$ cat src/rtl/tdc_data_tx.sv
// Buffered single-wire serial transmitter for TDC hit words: FIFO + framed shifter at CLK/BIT_DIV.
// Optional odd-parity bit is compiled in with `define TDC_TX_PARITY_EN.
module tdc_data_tx #(
  parameter int DATA_WIDTH = 16,
  parameter int FIFO_DEPTH = 8,
  parameter int BIT_DIV    = 10
) (
  input  logic                          CLK,
  input  logic                          RESET,
  input  logic                          ENABLE,
  input  logic [DATA_WIDTH-1:0]         IN_DATA,
  input  logic                          IN_WRITE,
  output logic                          FIFO_FULL,
  output logic [$clog2(FIFO_DEPTH):0]   FIFO_COUNT,
  output logic [7:0]                    LOST_CNT,
  output logic                          BUSY,
  output logic                          DATA_OUT
);

  localparam int AW = $clog2(FIFO_DEPTH);
  localparam int CW = AW + 1;
  localparam int TW = $clog2(BIT_DIV);
  localparam int IW = $clog2(DATA_WIDTH);

  localparam logic [TW-1:0] T_LAST = TW'(BIT_DIV - 1);
  localparam logic [IW-1:0] I_LAST = IW'(DATA_WIDTH - 1);
  localparam logic [CW-1:0] C_FULL = CW'(FIFO_DEPTH);

  localparam logic [2:0] S_IDLE   = 3'd0;
  localparam logic [2:0] S_START  = 3'd1;
  localparam logic [2:0] S_SHIFT  = 3'd2;
  localparam logic [2:0] S_STOP   = 3'd3;
`ifdef TDC_TX_PARITY_EN
  localparam logic [2:0] S_PARITY = 3'd4;
`endif

  logic [DATA_WIDTH-1:0] mem [FIFO_DEPTH];
  logic [AW-1:0]         wr_ptr, rd_ptr;
  logic [CW-1:0]         count;
  logic [TW-1:0]         tick;
  logic [2:0]            state;
  logic [DATA_WIDTH-1:0] shreg;
  logic [IW-1:0]         bit_idx;
`ifdef TDC_TX_PARITY_EN
  logic                  parity;
`endif
  logic                  boundary, full, pop, push;

  // Pop only at a bit boundary from IDLE or the end of STOP; a full FIFO
  // still accepts a push in the same cycle because the pop frees a slot first.
  always_comb begin
    boundary = (tick == T_LAST);
    full     = (count == C_FULL);
    pop      = boundary && ENABLE && (count != '0) &&
               ((state == S_IDLE) || (state == S_STOP));
    push     = IN_WRITE && (!full || pop);
  end

  assign FIFO_FULL  = full;
  assign FIFO_COUNT = count;
  assign BUSY       = (state != S_IDLE);

  always_ff @(posedge CLK) begin
    if (push) mem[wr_ptr] <= IN_DATA;
  end

  always_ff @(posedge CLK or posedge RESET) begin
    if (RESET) begin
      wr_ptr   <= '0;
      rd_ptr   <= '0;
      count    <= '0;
      LOST_CNT <= '0;
    end else begin
      if (push) wr_ptr <= wr_ptr + 1'b1;
      if (pop)  rd_ptr <= rd_ptr + 1'b1;
      case ({push, pop})
        2'b10:   count <= count + 1'b1;
        2'b01:   count <= count - 1'b1;
        default: count <= count;
      endcase
      if (IN_WRITE && !push && (LOST_CNT != 8'hFF))
        LOST_CNT <= LOST_CNT + 1'b1;
    end
  end

  always_ff @(posedge CLK or posedge RESET) begin
    if (RESET) begin
      tick     <= '0;
      state    <= S_IDLE;
      shreg    <= '0;
      bit_idx  <= '0;
      DATA_OUT <= 1'b0;
`ifdef TDC_TX_PARITY_EN
      parity   <= 1'b0;
`endif
    end else begin
      tick <= boundary ? '0 : tick + 1'b1;
      if (boundary) begin
        case (state)
          S_IDLE, S_STOP: begin
            if (pop) begin
              state    <= S_START;
              DATA_OUT <= 1'b1;
              shreg    <= mem[rd_ptr];
`ifdef TDC_TX_PARITY_EN
              parity   <= ~(^mem[rd_ptr]);
`endif
            end else begin
              state    <= S_IDLE;
              DATA_OUT <= 1'b0;
            end
          end
          S_START: begin
            state    <= S_SHIFT;
            bit_idx  <= '0;
            DATA_OUT <= shreg[I_LAST];
          end
          S_SHIFT: begin
            // bit_idx counts payload bits already on the line
            if (bit_idx == I_LAST) begin
`ifdef TDC_TX_PARITY_EN
              state    <= S_PARITY;
              DATA_OUT <= parity;
`else
              state    <= S_STOP;
              DATA_OUT <= 1'b0;
`endif
            end else begin
              bit_idx  <= bit_idx + 1'b1;
              DATA_OUT <= shreg[I_LAST - bit_idx - 1'b1];
            end
          end
`ifdef TDC_TX_PARITY_EN
          S_PARITY: begin
            state    <= S_STOP;
            DATA_OUT <= 1'b0;
          end
`endif
          default: begin
            state    <= S_IDLE;
            DATA_OUT <= 1'b0;
          end
        endcase
      end
    end
  end

endmodule

$ cat config.mk
export PLATFORM = sky130hd
export DESIGN_NAME = tdc_data_tx
export DESIGN_NICKNAME = d
export VERILOG_FILES = /design/src/rtl/tdc_data_tx.sv
export SDC_FILE = /design/constraint.sdc
export NUM_CORES = 1
export LEC_CHECK = 0
export CAP_MARGIN = 20
export CORE_ASPECT_RATIO = 1.5
export CORE_MARGIN = 5
export CORE_UTILIZATION = 30
export CTS_BUF_LIST = sky130_fd_sc_hd__clkbuf_8
export CTS_CLUSTER_SIZE = 30
export DETAILED_ROUTE_END_ITERATION = 6
export PLACE_DENSITY = 0.53
export SLEW_MARGIN = 20
export SYNTH_ARGS = -nofsm -noshare
export SYNTH_HDL_FRONTEND = slang
export SYNTH_SLANG_ARGS = --single-unit
$ cat constraint.sdc
create_clock -name CLK -period 4.26 [get_ports CLK]
set_input_delay 0.852 -clock CLK [delete_from_list [all_inputs] [get_ports CLK]]
set_output_delay 0.852 -clock CLK [all_outputs]
set_load 0.005 [all_outputs]
# Word-level counts from Yosys, hierarchy flattened
# Memory sizes are Yosys's and may differ from the RTL's. A register that Yosys moved wholly into a read port is not among the register bits.
# Cells that the tools add are included.
# classes
addsub	9
order_cmp	1
n_eq_ne	11
n_mux	14
reduce_logical	19
# ops
cell	count
$pmux 4 s2	2
$add 4x1->4 const B	3
$eq 4x4->1 const B	3
$pmux 3 s3	1
$add 8x1->8 const B	1
$mux 4	2
$ne 8x8->1 const B	1
$sub 4x1->4 const B	2
$add 3x1->3 const B	2
$eq 3x2->1 const B	2
$logic_and 1x1->1	6
$mux 1	6
$reduce_and 3->1	2
$lt 4x5->1 const B	1
$bmux 1 s4	1
$ne 2x2->1 const B	2
$reduce_bool 2->1	2
$reduce_bool 4->1	1
$sub 4x4->4 const A	1
$eq 3x1->1 const B	1
$logic_not 3->1	1
$mux 3	1
$pmux 1 s3	1
$reduce_bool 3->1	1
other kinds (6)	8
# word_totals
register_bits	30
ramBits	128
input_bits	20
out_inout_bits	15
word_cells	63
mem_count	1
# mem_list
memory	words	width	read_ports	rd_ports_with_merged_regs	wr	line_no	text
mem	8	16	1	1	1	37	logic [DATA_WIDTH-1:0] mem [FIFO_DEPTH];

# Depth between registers and ports, before layout
# logic_depth
ltp_word	9
ltp_mapped	13
mapped_depth_nobuf	12

# Worst setup path after synthesis
# OpenSTA, ideal clock, no wires.
# synth_path
path_type	input to register
start	input port ENABLE
end	memory mem[0][0], enable pin
setup_time_ps	409
t_arrival_ps	2596
required_ps	3851
slack_ps	1255
path_stages	5
path_buffers	0
path_cell_list	nand2b_1 > o21ai_1 > and2_1 > nand2b_1 > nor3_1
# synth_between
elab_chain_len	7
# synth_rtl
element	line_no	text
start: declaration	10	input logic ENABLE,
$logic_and 1x1->1 (3 in a row)	54	pop = boundary && ENABLE && (count != '0) &&
$logic_or 1x1->1	56	push = IN_WRITE && (!full || pop);
$logic_and 1x1->1	56	
$mux 1	64	if (push) mem[wr_ptr] <= IN_DATA;
$mux 1 (implied by the code)	64	
end: declaration	37	
# No other way between the ends.

# Final worst setup path
# layout_path
start	input port ENABLE
end	memory mem[0][8], enable pin
# Same word-level chain as after synthesis.

==> reports/metrics.cfg <==
[critical_path]
cp-start-kind=primary input
r2r_cells=8
timing.rr.start=state[0]
reg2reg_slack_ns=1.43
arrival_ns=3.01
crit_required_ns=4.41
critical_path.endpoint_type=flop
path_max_fanout=9
crit_type=in -> reg
reg2reg_to=mem[0][8]

[power]
p_leak_nw=2.84
pwr_density_cell_nw_per_um2=618
ir_drop_mv=0.250
power_mw=5.12

[synthesis]
synthTopCellsByArea=edfxtp_1 54%, dfrtp_1 16%, mux4_2 11%, mux2i_1 2.7%, ha_1 1.6%
yosysUniqueCellTypes=43
ys_seq_area_share_pct=70.1
synthFlopType=edfxtp_1
postSynthAreaPerCell_um2=17.6
synth_xor_area_share_pct=1.98
synth_edf_count=128
synth_top_area_cell=edfxtp_1
synth_area_um2=7090
async_flop_share_pct=26.0
synth_compound_area_share_pct=3.17
synth_warnings=0
syn-num-nets=433
synthMuxAreaShare_pct=14.9
synthAdderAreaFrac_pct=1.87
synth_top_family_by_area=multiplexers
synth_top_area_share_pct=54.2
synth_seq_cells=173
yosys.area_share.simple_pct=6.31
synth_cells=403

[timing]
tightest_slew_ns=1.09
rsz0062_at_grt=no
relSlewSlack_pct=27.1
fin_crit_sh_pct=67.1
hold_violations=0
hold_ws_ns=0.502
max_clock_freq_mhz=350
slew_violations=0
setup_slack_ns=1.40
fin_crit_ns=2.86
setup_violations=0
clock_skew_ns=0.0132
timing.setup.tns_ns=0

[layout]
diodes=0
seq_area_um2=4970
area_growth_pct=16.8
drive_above_1_share_pct=21.1
nFillCells=2256
nets=487
multi_input_area_um2=2020

[cts]
htreeDepth=4
insertion_delay_ns=0.45
cts_root_buf=clkbuf_8
cts_tree=built
post_cts_buffers=0
numCtsBuffers=17
path_clk_slew_ns=0.09
cts_buffer_depth=2
cts_resized=0
holdBufCountCts=0
cts_sinks=173

[detailed_routing]
via_per_inst=4.50
vias=3551
antenna_left=0
route.detailed.drc=0
wl_mm=14.0
first_iter_violations=217
routedWlPerCell_um=17.7
firstDrtPassIters=4

[placed_design]
port_buffers=34
place.gp.congestion=0.724
dp_hpwl_mm=9.59
post-place-ws_ns=0.925

[floorplan]
core-area_um2=23500
start_util_pct=30.2
pin_count=35
std_cell_rows=69
die_w_um=136
die_h_um=198
die_area_um2=26900

[global_routing]
grt.total_usage_pct=11.1
grt_pass1_vias=3891
antenna_found_initial=0
overflow=0
grt_max_degree=46
grt_first_pass_wirelength_mm=22.1

[min_path]
hp-start=LOST_CNT[5]
hp-class=reg -> reg
hold_depth=1
min_to=LOST_CNT[5]

[run_status]
status=finished, final reports clean

[job]
maxCapViolCount=0

[logic make-up after synthesis]
group | Yosys count
flops | 173
fa+ha+maj | 10
mux | 60
buf+inv | 26
compound gates | 38
simple gates | 80
xor+xnor | 16
[stage by stage]
stage	cells	utilization, %	area [µm²]
detailed placement	757	33.7	7910
floorplan	403	-	7090
finish	789	35.3	8290
CTS	789	35.3	8290
global placement	757	33.7	7910
global route	789	35.3	8290
[metal layers]
| metal | GRT usage [%] | vias up | share of wire (%) |
|---|---|---|---|
| li1 | - | 1656 | - |
| met1 | 12.0 | 1827 | 39 |
| met2 | 20.8 | 54 | 57 |
| met3 | 2.57 | 14 | 2.6 |
| met4 | 4.00 | 0 | 1.7 |
| met5 | 0 | - | 0 |
[worst max-delay path, cell delays in order]
cell	delay [ns]
clkdlybuf4s50_1	0.46
nand2b_1	0.15
o21ai_1	0.24
and2_1	0.26
nand2b_1	0.17
nor3_2	0.56
buf_4	0.32
[worst max path at each step]
stage | start | end | slack [ns] | cells after the start
2_1_floorplan | ENABLE | mem[0][0] | 1.25 | 5
3_3_place_gp | ENABLE | mem[0][10] | 0.95 | 7
3_5_place_dp | ENABLE | mem[0][9] | 0.92 | 7
4_1_cts | state[0] | mem[0][0] | 1.38 | 8
5_1_grt | state[0] | mem[0][0] | 1.16 | 8
6_report | ENABLE | mem[0][8] | 1.40 | 7
[layout by cell type, fill, tap and decap left out, types with 2 or more instances in the layout]
cell / synthesis / layout
nand2b_1: 4 / 4
nor2_1: 29 / 29
clkinv_1: 0 / 3
nand2_1: 20 / 20
clkdlybuf4s50_1: 0 / 34
inv_6: 0 / 3
xor2_1: 8 / 8
buf_4: 4 / 15
mux2_2: 2 / 2
bufinv_16: 0 / 2
a21oi_1: 22 / 22
clkinvlp_4: 0 / 2
clkbuf_8: 0 / 17
mux2_1: 3 / 3
nor3_2: 3 / 4
and2_1: 2 / 2
ha_1: 9 / 9
nand2_2: 2 / 2
inv_1: 11 / 11
nand3_1: 9 / 9
o21ai_1: 4 / 4
dfrtp_2: 0 / 2
mux4_2: 36 / 36
edfxtp_1: 128 / 128
clkinv_4: 0 / 3
xnor2_1: 8 / 8
dfrtp_1: 45 / 43
o21ai_0: 5 / 5
mux2i_1: 19 / 19
[power breakdown]
group	internal (mW)	switching [mW]	leakage (nW)
Clock	0.519	0.591	0.187
Combinational	0.817	0.685	0.955
Sequential	2.16	0.349	1.70
[cells in the mapped netlist, types with 2 or more instances]
| cell type | number |
|---|---|
| inv_1 | 11 |
| mux2_2 | 2 |
| buf_2 | 6 |
| o21ai_1 | 4 |
| dfrtp_1 | 45 |
| nor2_1 | 29 |
| xnor2_1 | 8 |
| nor3_1 | 2 |
| mux2i_1 | 19 |
| and2_1 | 2 |
| nand2_2 | 2 |
| mux2_1 | 3 |
| nand2_1 | 20 |
| clkbuf_1 | 3 |
| a21oi_1 | 22 |
| nand3_1 | 9 |
| mux4_2 | 36 |
| buf_4 | 4 |
| o21ai_0 | 5 |
| xor2_1 | 8 |
| nor3_2 | 3 |
| ha_1 | 9 |
| edfxtp_1 | 128 |
| nand2b_1 | 4 |
[flip-flops by register name, indices dropped and copies added (netlist names)]
| signal | cells |
|---|---|
| DATA_OUT | 1 |
| wr_ptr | 3 |
| shreg | 16 |
| rd_ptr | 3 |
| FIFO_COUNT | 4 |
| bit_idx | 4 |
| tick | 4 |
| mem | 128 |
| state | 2 |
| LOST_CNT | 8 |
[layout make-up]
cell class / instances / area share, %
Tap cell: 319 / 4.82
Sequential cell: 173 / 60.0
Inverter: 11 / 0.513
Timing Repair Buffer: 50 / 5.71
Multi-Input combinational cell: 204 / 24.4
Clock inverter: 15 / 1.78
Clock buffer: 17 / 2.82
Power figures use the tool's default switching activity.
